## config.mk

```make
export PLATFORM = sky130hd
export DESIGN_NAME = spike_filter_reporter_flat
export DESIGN_NICKNAME = d
export VERILOG_FILES = /design/src/rtl/spike_filter_reporter_pkg.sv /design/src/rtl/spike_filter_reporter_if.sv /design/src/rtl/spike_filter_reporter_decimator.sv /design/src/rtl/spike_filter_reporter.sv /design/src/flat_wrapper.sv
export SDC_FILE = /design/constraint.sdc
export NUM_CORES = 1
export LEC_CHECK = 0
export BUFFER_PORTS_ARGS = -buffer_cell sky130_fd_sc_hd__buf_4
export CELL_PAD_IN_SITES_DETAIL_PLACEMENT = 1
export CELL_PAD_IN_SITES_GLOBAL_PLACEMENT = 2
export CORE_UTILIZATION = 32
export DETAILED_ROUTE_END_ITERATION = 10
export PLACE_DENSITY_LB_ADDON = 0.1
export SYNTH_ARGS = -nofsm -noshare
export SYNTH_HDL_FRONTEND = slang
export SYNTH_SLANG_ARGS = --single-unit
```

## constraint.sdc

```tcl
create_clock -name clk -period 5.8 [get_ports clk]
set_clock_uncertainty 0.15 [all_clocks]
set_input_delay 0 -clock clk [delete_from_list [all_inputs] [get_ports clk]]
set_output_delay 0 -clock clk [all_outputs]
set_load 0.01 [all_outputs]
```

## src/rtl/spike_filter_reporter_pkg.sv

```systemverilog
// Shared types and helpers for the spike filter reporter.
// - sfr_state_e : output serializer states
// - FIRST/SECOND: value of the marker bit (MSB) of each host word
// - pack_words  : builds the two host words for one (idx, state) sample. Widths
//                 are passed as arguments so that both the RTL and a host-side
//                 decoder can use it for any parameterisation up to MAX_W bits.
package spike_filter_pkg;

  typedef enum logic [1:0] {
    IDLE  = 2'd0,
    SEND0 = 2'd1,
    SEND1 = 2'd2
  } sfr_state_e;

  localparam int STATE_LO_BITS = 16;
  localparam logic FIRST  = 1'b0;
  localparam logic SECOND = 1'b1;

  // Widest host word the helper can produce.
  localparam int MAX_W = 64;

  typedef struct packed {
    logic [MAX_W-1:0] word0;
    logic [MAX_W-1:0] word1;
  } word_pair_t;

  // word0 = {FIRST,  pad, idx, state[nstate-1:16]}
  // word1 = {SECOND, pad, state[15:0]}
  function automatic word_pair_t pack_words(input int nfilts, input int nstate,
                                            input int nout,
                                            input logic [MAX_W-1:0] idx,
                                            input logic [MAX_W-1:0] state);
    word_pair_t p;
    logic [MAX_W-1:0] idx_m;
    logic [MAX_W-1:0] st_m;
    idx_m = idx & ((64'd1 << nfilts) - 64'd1);
    st_m  = state & ((64'd1 << nstate) - 64'd1);
    p.word0 = (64'(FIRST) << (nout - 1))
            | (idx_m << (nstate - STATE_LO_BITS))
            | (st_m >> STATE_LO_BITS);
    p.word1 = (64'(SECOND) << (nout - 1)) | (st_m & 64'hFFFF);
    return p;
  endfunction

endpackage

```

## src/rtl/spike_filter_reporter_if.sv

```systemverilog
// Channels used by the spike filter reporter.
// SpikeFilterOutputChannel: one (filt_idx, filt_state) sample per transfer,
//   v/a handshake (transfer when v & a at clk edge).
// Channel: generic N-bit data word with v/a handshake.
interface SpikeFilterOutputChannel #(
  parameter int Nfilts = 10,
  parameter int Nstate = 27
);
  logic              v;
  logic              a;
  logic [Nfilts-1:0] filt_idx;
  logic [Nstate-1:0] filt_state;

  modport master (output v, filt_idx, filt_state, input a);
  modport slave  (input v, filt_idx, filt_state, output a);
endinterface

interface Channel #(
  parameter int N = 32
);
  logic         v;
  logic         a;
  logic [N-1:0] d;

  modport master (output v, d, input a);
  modport slave  (input v, d, output a);
endinterface

```

## src/rtl/spike_filter_reporter_decimator.sv

```systemverilog
// spike_frame_decimator: decides which filter sweeps ("frames") get reported.
// A frame starts at every accepted sample with filt_idx == 0; one frame in
// report_every is reported, report_every == 0 disables reporting.
// Ports:
//   clk, reset        clock, synchronous active-high reset
//   accept            a sample is transferred this cycle
//   idx_is_zero       current sample carries filt_idx == 0
//   report_every      decimation factor, sampled only at frame start
//   report_frame_eff  report decision valid for the current sample
module spike_frame_decimator (
  input  logic       clk,
  input  logic       reset,
  input  logic       accept,
  input  logic       idx_is_zero,
  input  logic [7:0] report_every,
  output logic       report_frame_eff
);

  logic [7:0] frame_ct;
  logic       report_frame;
  logic [7:0] rpt_k;
  logic       new_report;
  logic [8:0] ct_inc;

  // rpt_k is only consumed at the frame start it is captured on, so it is
  // used directly rather than held in a register.
  assign rpt_k      = report_every;
  assign new_report = (rpt_k != 8'd0) && (frame_ct == 8'd0);
  assign ct_inc     = {1'b0, frame_ct} + 9'd1;

  // The idx 0 sample itself already belongs to the new frame.
  assign report_frame_eff = idx_is_zero ? new_report : report_frame;

  always_ff @(posedge clk) begin
    if (reset) begin
      frame_ct     <= 8'd0;
      report_frame <= 1'b0;
    end else if (accept && idx_is_zero) begin
      report_frame <= new_report;
      frame_ct     <= (ct_inc >= {1'b0, rpt_k}) ? 8'd0 : ct_inc[7:0];
    end
  end

endmodule

```

## src/rtl/spike_filter_reporter.sv

```systemverilog
// spike_filter_reporter: decimates filter-array sweeps, optionally drops
// zero states, and serialises each kept sample into two host words.
// Ports:
//   clk, reset    clock, synchronous active-high reset
//   in            samples from the filter array (slave side)
//   out           host words, marker in bit Nout-1 (master side)
//   report_every  0 = off, k = report one frame in k
//   skip_zero     drop samples whose state is zero
//   sat_warn      sticky: an accepted sample had its state MSB set
//   clr_warn      clears sat_warn (a coincident set wins)
// Nout must be below pack_words' MAX_W.
module spike_filter_reporter
  import spike_filter_pkg::*;
#(
  parameter int Nfilts = 10,
  parameter int Nstate = 27,
  parameter int Nout   = 32
) (
  input  logic       clk,
  input  logic       reset,
  SpikeFilterOutputChannel.slave in,
  Channel.master     out,
  input  logic [7:0] report_every,
  input  logic       skip_zero,
  output logic       sat_warn,
  input  logic       clr_warn
);

  sfr_state_e      state;
  logic            accept;
  logic            keep;
  logic            report_frame_eff;
  logic            idx_is_zero;
  logic            state_is_zero;
  logic [Nout-1:0] word1_q;
  word_pair_t      packed_w;
  logic            unused_pack_hi;

  assign idx_is_zero   = (in.filt_idx == '0);
  assign state_is_zero = (in.filt_state == '0);

  // The upstream array stalls its whole pipeline while a sample is pending,
  // so the ack depends only on our own state and the downstream ack.
  assign in.a   = in.v & ((state == IDLE) | ((state == SEND1) & out.a));
  assign accept = in.a;
  assign keep   = report_frame_eff & ~(skip_zero & state_is_zero);

  always_comb begin
    packed_w = pack_words(Nfilts, Nstate, Nout,
                          {{(MAX_W-Nfilts){1'b0}}, in.filt_idx},
                          {{(MAX_W-Nstate){1'b0}}, in.filt_state});
  end

  // Bits above the host word width are always zero.
  assign unused_pack_hi = ^{packed_w.word0[MAX_W-1:Nout], packed_w.word1[MAX_W-1:Nout]};

  spike_frame_decimator u_decimator (
    .clk              (clk),
    .reset            (reset),
    .accept           (accept),
    .idx_is_zero      (idx_is_zero),
    .report_every     (report_every),
    .report_frame_eff (report_frame_eff)
  );

  always_ff @(posedge clk) begin
    if (reset) begin
      state    <= IDLE;
      out.v    <= 1'b0;
      out.d    <= '0;
      word1_q  <= '0;
      sat_warn <= 1'b0;
    end else begin
      case (state)
        IDLE: begin
          if (accept && keep) begin
            state   <= SEND0;
            out.v   <= 1'b1;
            out.d   <= packed_w.word0[Nout-1:0];
            word1_q <= packed_w.word1[Nout-1:0];
          end
        end
        SEND0: begin
          if (out.a) begin
            state <= SEND1;
            out.d <= word1_q;
          end
        end
        SEND1: begin
          if (out.a) begin
            // Back-to-back: a kept sample taken with word1's ack goes
            // straight out without an idle bubble.
            if (accept && keep) begin
              state   <= SEND0;
              out.d   <= packed_w.word0[Nout-1:0];
              word1_q <= packed_w.word1[Nout-1:0];
            end else begin
              state <= IDLE;
              out.v <= 1'b0;
            end
          end
        end
        default: begin
          state <= IDLE;
          out.v <= 1'b0;
        end
      endcase

      if (accept && in.filt_state[Nstate-1]) begin
        sat_warn <= 1'b1;
      end else if (clr_warn) begin
        sat_warn <= 1'b0;
      end
    end
  end

endmodule

```

## src/flat_wrapper.sv

```systemverilog
// flat-port wrapper written by rule: the top's interface ports become plain ports
module spike_filter_reporter_flat import spike_filter_pkg::*;
#(
  parameter int Nfilts = 10,
  parameter int Nstate = 27,
  parameter int Nout   = 32
)
  (clk, reset, report_every, skip_zero, sat_warn, clr_warn, in_v, in_filt_idx, in_filt_state, in_a, out_v, out_d, out_a);
  SpikeFilterOutputChannel #(.Nfilts(Nfilts), .Nstate(Nstate)) in_i ();
  Channel #(.N(32)) out_i ();
  input  logic clk;
  input  logic reset;
  input  logic [7:0] report_every;
  input  logic skip_zero;
  output logic sat_warn;
  input  logic clr_warn;
  input wire logic [$bits(in_i.v)-1:0] in_v;
  input wire logic [$bits(in_i.filt_idx)-1:0] in_filt_idx;
  input wire logic [$bits(in_i.filt_state)-1:0] in_filt_state;
  output wire logic [$bits(in_i.a)-1:0] in_a;
  output wire logic [$bits(out_i.v)-1:0] out_v;
  output wire logic [$bits(out_i.d)-1:0] out_d;
  input wire logic [$bits(out_i.a)-1:0] out_a;
  assign in_i.v = in_v;
  assign in_i.filt_idx = in_filt_idx;
  assign in_i.filt_state = in_filt_state;
  assign in_a = in_i.a;
  assign out_v = out_i.v;
  assign out_d = out_i.d;
  assign out_i.a = out_a;
  spike_filter_reporter #(.Nfilts(Nfilts), .Nstate(Nstate), .Nout(Nout)) u_core (.clk(clk), .reset(reset), .in(in_i), .out(out_i), .report_every(report_every), .skip_zero(skip_zero), .sat_warn(sat_warn), .clr_warn(clr_warn));
endmodule
```

=== Word-level counts from Yosys, hierarchy flattened ===
Index checks and enable logic that the tools add are counted.

* Register bits: 77
* Logic and storage cells: 59
* Output and inout bits: 35
* Input port bits: 51

* Order comparisons: 1
* Muxes and demuxes: 20
* Reduce and logical (&&, ||, !) cells: 16
* Eq/ne operators: 6
* Bitwise gates (word level): 8
* $add $sub $neg: 1

{| class="wikitable"
|+ Operators with widths
! operator !! number
|-
| $mux W32 || 5
|-
| $pmux W32 S3 || 1
|-
| $pmux W32 S2 || 1
|-
| $logic_not A27 Y1 || 1
|-
| $or A21 B11 Y21 || 1
|-
| $logic_not A10 Y1 || 1
|-
| $add A8 B1 Y9 const B || 1
|-
| $ge A9 B8 Y1 || 1
|-
| $logic_not A8 Y1 || 1
|-
| $mux W8 || 1
|-
| $ne A2 B2 Y1 const B || 4
|-
| $reduce_bool A8 Y1 || 1
|-
| $mux W1 || 7
|-
| $mux W2 || 3
|-
| $pmux W2 S3 || 1
|-
| $reduce_and A3 Y1 || 2
|-
| $and A1 B1 Y1 || 4
|-
| $logic_and A1 B1 Y1 || 4
|-
| $reduce_and A4 Y1 || 1
|-
| $reduce_bool A2 Y1 || 2
|-
| $pmux W1 S3 || 1
|-
| $reduce_bool A3 Y1 || 1
|-
| $eq A2 B1 Y1 const B || 1
|-
| $eq A2 B2 Y1 const B || 1
|-
| other kinds (4) || 5
|}

=== Longest topological paths before layout ===
Gate-level depths: netlist of the first run.

* Depth in word-level cells: 8
* Depth in mapped cells: 12
* Gate-level depth less buffers: 11

=== Modules after synthesis ===
Synthesis of the first run repeated with hierarchy kept, for this count alone.

* Cell total of the unflattened synthesis: 336
* Area, all modules: 3,116.7 sq um

{| class="wikitable"
|+ Modules (own cells, without submodules)
! module !! area each (sq um) !! cells an instance !! sequential area each (sq um) !! instances
|-
| spike_filter_reporter || 2,313.5 || 239 || 860.8 || 1
|-
| spike_frame_decimator || 803.3 || 97 || 180.2 || 1
|}

=== Least setup slack after synthesis of the first run ===
No wires, ideal clock.

* Path type: register -> register
* Start point: register u_core.u_decimator.frame_ct[2]
* End point: register u_core.u_decimator.frame_ct[4]
* Buffers on the path: 0
* Clock period less this slack: 2,899 ps
* Library setup time: 122 ps
* Arrival time: 2,627 ps
* Cell stages (with the launch flop): 10
* Slack: 2,901 ps
* Required time: 5,528 ps
* Path through: dfxtp_1 -> nand3_1 -> or2_2 -> nor2_1 -> xor2_1 -> ha_1 -> nand3_1 -> o31ai_1 -> nor2_1 -> a221o_1

* Cells in the longest elaborated chain, start to end: 3

{| class="wikitable"
|+ RTL lines
! element !! line !! RTL
|-
| from (decl) || spike_filter_reporter_decimator.sv:19 || <nowiki>logic [7:0] frame_ct;</nowiki>
|-
| from (signal assigned) || spike_filter_reporter_decimator.sv:40 || <nowiki>frame_ct <= (ct_inc >= {1'b0, rpt_k}) ? 8'd0 : ct_inc[7:0];</nowiki>
|-
| $add A8 B1 Y9 (*) || spike_filter_reporter_decimator.sv:29 || <nowiki>assign ct_inc = {1'b0, frame_ct} + 9'd1;</nowiki>
|-
| $ge A9 B8 Y1 || spike_filter_reporter_decimator.sv:40 ||
|-
| $mux W8 (*) || spike_filter_reporter_decimator.sv:40 ||
|}

Mark *: on every way between the ends. The rest lies on a longest branch, timed or not.
A chain may end at the register's enable or synchronous reset.

=== Worst setup path after layout of the first run ===
Ends and elaborated chain as after synthesis.

==> results of run 1 <==
report_power, final:
part	leakage [uW]	total (uW)	switching [uW]	internal, uW
combinational	0.00106	113	52.4	60.9
clock	0.0000501	242	118	124
sequential	0.000419	369	7.69	361
total	0.00153	724	178	546
through the flow:
stage / hold WS (ns) / worst slack [ns] / instances
after floorplan: -0.0140 / 2.90 / 321
after global placement: 0.0965 / 2.47 / 476
after detailed placement: 0.105 / 2.38 / 476
after CTS: 0.0375 / 2.37 / 522
after global routing: 0.0685 / 2.03 / 522
final: 0.0360 / 2.35 / 522
worst max-delay path: cells and delay by family, from the launching register on:
| kind | cells | cell delay (ns) |
|---|---|---|
| DFF | 1 | 0.45 |
| adders and majority gates | 1 | 0.30 |
| AOI/OAI and AO/OA | 2 | 1.31 |
| and+or+nand+nor | 5 | 1.01 |
| xor gates and xnor gates | 1 | 0.11 |
cells in the mapped netlist, drive strengths merged:
library cell,instances
a2111oi,1
a211o,2
a211oi,1
a21o,1
a21oi,12
a221o,1
a22o,4
a311oi,16
and3,1
buf,16
clkbuf,10
conb,1
dfxtp,52
ha,10
inv,10
mux2i,17
nand2,50
nand2b,2
nand3,6
nand4,2
nor2,49
nor2b,4
nor3,6
nor3b,1
nor4,12
nor4b,2
o211ai,6
o21ai,3
o22ai,3
o31ai,1
or2,1
or3,2
or4b,1
xnor2,3
xor2,3
area by class of cell:
type / count / area [um2]
Clock inverter: 1 / 30.0
Inverter: 10 / 37.5
Clock buffer: 5 / 68.8
Multi-Input combinational cell: 233 / 1520
Fill cell: 986 / 4420
Timing Repair Buffer: 116 / 971
Tap cell: 105 / 131
Sequential cell: 52 / 1040
flip-flops by register name (all words and copies together) (netlist names):
| register | cells |
|---|---|
| u_core.sat_warn | 1 |
| u_core.u_decimator.frame_ct | 8 |
| u_core.u_decimator.report_frame | 1 |
| u_core.state | 2 |
| u_core.out.v | 1 |
| u_core.word1_q | 17 |
| u_core.out.d | 22 |
routing by layer:
| layer | vias to the layer above | track usage (%) |
|---|---|---|
| met1 | 1182 | 24.5 |
| met4 | 0 | 5.00 |
| li1 | 1289 | - |
| met3 | 9 | 2.75 |
| met5 | - | 0 |
| met2 | 63 | 32.2 |
worst max path at each step:
stage	slack, ns	to
3_5_place_dp	2.38	u_core.u_decimator.frame_ct[4]
2_1_floorplan	2.90	u_core.u_decimator.frame_ct[4]
5_1_grt	2.03	u_core.u_decimator.frame_ct[4]
4_1_cts	2.37	u_core.u_decimator.frame_ct[4]
6_report	2.35	u_core.u_decimator.frame_ct[4]
3_3_place_gp	2.47	u_core.u_decimator.frame_ct[4]
cells by family (layout without fill, tap and decap cells):
group                    count (synthesis)  after routing
other                                    1             10
adder cells (fa/ha/maj)                 10             10
AND/OR/NAND/NOR                        139            139
XOR/XNOR                                 6              6
multiplexers                            17             17
flip-flops                              52             52
buffers and inverters                   36            132
AO/OA/AOI/OAI                           51             51
==> impl_metrics.json, run 1 <==
{
  "finalHoldViolations": 0,
  "fmax_ghz": 0.290,
  "avgSynthCellArea_um2": 8.74,
  "post_drt_wl_per_cell_um": 15.1,
  "worstPathArrival_ns": 3.49,
  "synthMuxAreaShare_pct": 6.70,
  "synth_xor_area_share_pct": 1.93,
  "max-cap-violations": 0,
  "place_congestion": 0.779,
  "grt_max_degree": 49,
  "area_growth_pct": 39.2,
  "post_cts_buffers": 0,
  "syn_inst": 312,
  "clockRootBuffer": "clkbuf_8",
  "antennaDiodeCount": 0,
  "cts_resized": 0,
  "die_area_um2": 8890,
  "synth.area.top_cells": "dfxtp_1 38%, a311oi_2 7.7%, nand2_1 6.9%",
  "core_um2": 8220,
  "antenna_found_initial": 0,
  "cts_tree": "done",
  "wl_met1_um": 3850,
  "drc": 0,
  "totalPowerFinal_uw": 724,
  "r2r_slack_ns": 2.35,
  "synth_top_area_share_pct": 38.2,
  "start_kind": "flip-flop",
  "min_path_cells": 2,
  "via_count": 2543,
  "p_per_area_nw_per_um2": 191,
  "ys_warn_count": 0,
  "grt-ovfl-total": 0,
  "met2_length_um": 3640,
  "path_cells": "nand3_1, or2_2, nor2_1, xor2_1, ha_1, nand3_1, o31ai_1, nor2_1, a221o_1",
  "critPathSlowestCell": "o31ai_1",
  "port_buffers": 75,
  "critPathKind": "flip-flop to flip-flop",
  "path_max_fanout": 10,
  "die_width_um": 94.3,
  "finalInstanceArea_um2": 3800,
  "worst_pin_slew_ns": 1.16,
  "syn_area_um2": 2730,
  "ant_nets": 0,
  "clkLatencyLatePin_ns": 0.30,
  "start_util_pct": 33.2,
  "min_period_ns": 3.45,
  "ioPinCount": 86,
  "die_h_um": 94.3,
  "synth-compound-area-share_pct": 17.8,
  "routed_wl_um": 7890,
  "outcome": "finished, final reports clean",
  "cts.clk_slew.worst_paths_ns": 0.09,
  "seq_area_frac_synth_pct": 38.2,
  "worst_r2r_endpoint": "u_core.u_decimator.frame_ct[4]",
  "nets": 479,
  "drive_above_1_share_pct": 24.7,
  "hold_path_class": "primary input to flip-flop",
  "numClockSinks": 52,
  "rsz0062_at_grt": "false",
  "place_area_um2": 3300,
  "reg2reg_depth": 9,
  "ys_ff_latch": 52,
  "final_cell_mix": "76 x buf_4, 52 x dfxtp_1, 50 x nand2_1",
  "worstHoldStart": "reset",
  "grt_usage_pct": 18.8,
  "vdd_drop_max_mv": 0.146,
  "finalMaxSlewViolations": 0,
  "dr.pass1.iters": 4,
  "critPathMaxStageDelay_ns": 0.97,
  "min_to": "u_core.sat_warn",
  "ys_types": 42,
  "slew_headroom_pct": 22.1,
  "cts_buffer_depth": 2,
  "hpwl_um": 5490,
  "required_ns": 5.84,
  "startpoint": "u_core.u_decimator.frame_ct[2]",
  "cts_made_buffers": 5,
  "setup_viol": 0,
  "fin_util_pct": 46.2,
  "fp-row-count": 33,
  "via_per_inst": 4.87,
  "fin_tns_setup_ns": 0,
  "first_iter_violations": 69,
  "routed.top_layer": "met4",
  "synth_top_cell_by_area": "dfxtp_1",
  "wl_met3_um": 313,
  "leakage_uw": 0.00153,
  "synthSimpleGateAreaFrac_pct": 23.2,
  "final_common_cell": "buf_4",
  "worst_setup_path_end_kind": "flip-flop",
  "synthAdderAreaFrac_pct": 4.59,
  "finalCritPeriodShare_pct": 59.4,
  "first_global_vias": 2650,
  "synth_top_family_by_area": "simple AND/OR/NAND/NOR gates",
  "grt_pass1_wl_um": 12900,
  "htreeDepth": 2,
  "cts_hold_buf": 40,
  "reg2reg_from": "u_core.u_decimator.frame_ct[2]"
}
Power figures use the tool's default switching activity.
==> run 2: changes to the inputs <==
--- a/config.mk
+++ b/config.mk
@@ -8,7 +8,7 @@
 export BUFFER_PORTS_ARGS = -buffer_cell sky130_fd_sc_hd__buf_4
 export CELL_PAD_IN_SITES_DETAIL_PLACEMENT = 1
 export CELL_PAD_IN_SITES_GLOBAL_PLACEMENT = 2
-export CORE_UTILIZATION = 32
+export CORE_UTILIZATION = 26
 export DETAILED_ROUTE_END_ITERATION = 10
 export PLACE_DENSITY_LB_ADDON = 0.1
 export SYNTH_ARGS = -nofsm -noshare
==> constraint.sdc (replaced) <==
create_clock -name clk -period 3 [get_ports clk]
set_clock_uncertainty 0.15 [all_clocks]
set_input_delay 0 -clock clk [delete_from_list [all_inputs] [get_ports clk]]
set_output_delay 0 -clock clk [all_outputs]
set_load 0.01 [all_outputs]
==> impl_metrics.json, run 2 (synthesis gave the netlist of run 1 again) <==
{
  "worstPathArrival_ns": 2.81,
  "hpwl_um": 5870,
  "clockRootBuffer": "clkbuf_8",
  "finalWorstSetupSlack_ns": 0.237,
  "antennaDiodeCount": 0,
  "cts_made_buffers": 5,
  "min_period_ns": 2.76,
  "fin_util_pct": 38.2,
  "dr.pass1.iters": 4,
  "required_ns": 3.05,
  "place_congestion": 0.749,
  "port_buffers": 75,
  "die_width_um": 104,
  "die_h_um": 104,
  "via_per_inst": 4.66,
  "hold_path_class": "primary input to flip-flop",
  "drc": 0,
  "first_global_vias": 2734,
  "multi_input_area_um2": 1520,
  "cts.clk_slew.worst_paths_ns": 0.10,
  "dp_cells": 516,
  "r2r_slack_ns": 0.24,
  "post_drt_wl_per_cell_um": 14.8,
  "largest_reg_flops": 22,
  "dp_slack_ns": 0.168,
  "grt_usage_pct": 15.8,
  "worst_setup_path_end_kind": "flip-flop",
  "p_per_area_nw_per_um2": 344,
  "clkLatencyLatePin_ns": 0.30,
  "outcome": "finished, final reports clean",
  "start_kind": "flip-flop",
  "rsz0062_at_grt": "false",
  "grt_max_degree": 49,
  "reg2reg_depth": 10,
  "area_growth_pct": 43.5,
  "grt-ovfl-total": 0,
  "first_iter_violations": 36,
  "reg2reg_from": "u_core.u_decimator.frame_ct[1]",
  "vdd_drop_max_mv": 0.173,
  "drive_above_1_share_pct": 27.0,
  "worstHoldStart": "reset",
  "routed_wl_um": 8360,
  "leakage_uw": 0.00158,
  "nets": 489,
  "htreeDepth": 2,
  "finalCritPeriodShare_pct": 92.1,
  "instances_no_fill": 565,
  "setup_viol": 0,
  "slew_headroom_pct": 33.5,
  "start_util_pct": 26.6,
  "seq_area_um2": 1040,
  "min_to": "u_core.sat_warn",
  "top_regs": "u_core.out.d (22), u_core.word1_q (17), u_core.u_decimator.frame_ct (8)",
  "path_max_fanout": 8,
  "antenna_found_initial": 0,
  "min_path_cells": 2,
  "fin_tns_setup_ns": 0,
  "ioPinCount": 86,
  "die_area_um2": 10900,
  "finalHoldViolations": 0,
  "ant_nets": 0,
  "totalPowerFinal_uw": 1340,
  "final_cell_mix": "85 x buf_4, 51 x dfxtp_1, 50 x nand2_1",
  "critPathKind": "flip-flop to flip-flop",
  "cts_tree": "done",
  "cts_buffer_depth": 2,
  "fp-row-count": 37,
  "worst_pin_slew_ns": 0.991,
  "core_um2": 10200,
  "fill_cells": 1231,
  "final_common_cell": "buf_4",
  "largest_register": "u_core.out.d",
  "worst_r2r_endpoint": "u_core.u_decimator.frame_ct[4]",
  "fmax_ghz": 0.362,
  "via_count": 2631,
  "max-cap-violations": 0,
  "finalMaxSlewViolations": 0,
  "grt_pass1_wl_um": 13700,
  "numClockSinks": 52
}
## run 2: cell count changes in the layout (fill, tap and decap cells not counted)
cell / delta
dfxtp_1: -1
clkinv_4: +1
buf_4: +9
clkinv_2: +2
buf_12: +1
bufinv_16: -1
dfxtp_2: +1
## run 2: metrics by stage
stage / hold WS (ns) / area, um2
5_1_grt: 0.0533 / 3910
4_1_cts: 0.0469 / 3900
6_report: 0.0369 / 3910
2_1_floorplan: -0.0140 / 2760
3_5_place_dp: 0.109 / 3420
3_3_place_gp: 0.102 / 3420
## run 2: critical path, stage by stage, from the launching register on
cell and delay (ns):
dfxtp_1 0.40, nand3_1 0.13, or2_2 0.36, nor2_1 0.14, xor2_1 0.10, ha_1 0.30
nand3_1 0.10, o31ai_1 0.38, buf_4 0.23, nor2_1 0.08, a221o_1 0.31
## run 2: how the worst max path moves through the flow
stage,depth (start not counted),from,endpoint,slack [ns]
after detailed placement,10,u_core.u_decimator.frame_ct[0],u_core.u_decimator.frame_ct[4],0.17
final,10,u_core.u_decimator.frame_ct[1],u_core.u_decimator.frame_ct[4],0.24
after floorplan,9,u_core.u_decimator.frame_ct[2],u_core.u_decimator.frame_ct[4],0.10
after global placement,10,u_core.u_decimator.frame_ct[0],u_core.u_decimator.frame_ct[4],0.25
after global routing,12,u_core.u_decimator.frame_ct[1],u_core.u_decimator.frame_ct[4],0.02
after CTS,10,u_core.u_decimator.frame_ct[0],u_core.u_decimator.frame_ct[4],0.15
## run 2: layer usage
| layer | part of all wire [%] | vias to the layer above | track usage (%) |
|---|---|---|---|
| li1 | - | 1323 | - |
| met1 | 48 | 1259 | 20.4 |
| met2 | 49 | 47 | 27.5 |
| met3 | 2.8 | 2 | 2.51 |
| met4 | 0.44 | 0 | 3.16 |
| met5 | 0 | - | 0 |
## run 2: layout make-up
class                           count  area share [%]
Multi-Input combinational cell    233            38.8
Timing Repair Buffer              126            27.1
Sequential cell                    52            26.6
Tap cell                          136            4.35
Clock buffer                        5            1.76
Inverter                           10           0.959
Clock inverter                      3           0.480
## run 2: where the power goes
group          internal [uW]  leakage (uW)  total, uW  switching (uW)
Combinational            119       0.00112        222             102
Sequential               699      0.000420        713            14.8
Clock                    164     0.0000479        410             246
Total                    982       0.00158       1340             363
## run 2: timing repair
action                     in CTS  in global routing
buffers inserted                0                  1
hold endpoints to repair       42                  0
hold buffers                   40                  0
setup endpoints to repair       0                  8
gates resized for setup         0                  1
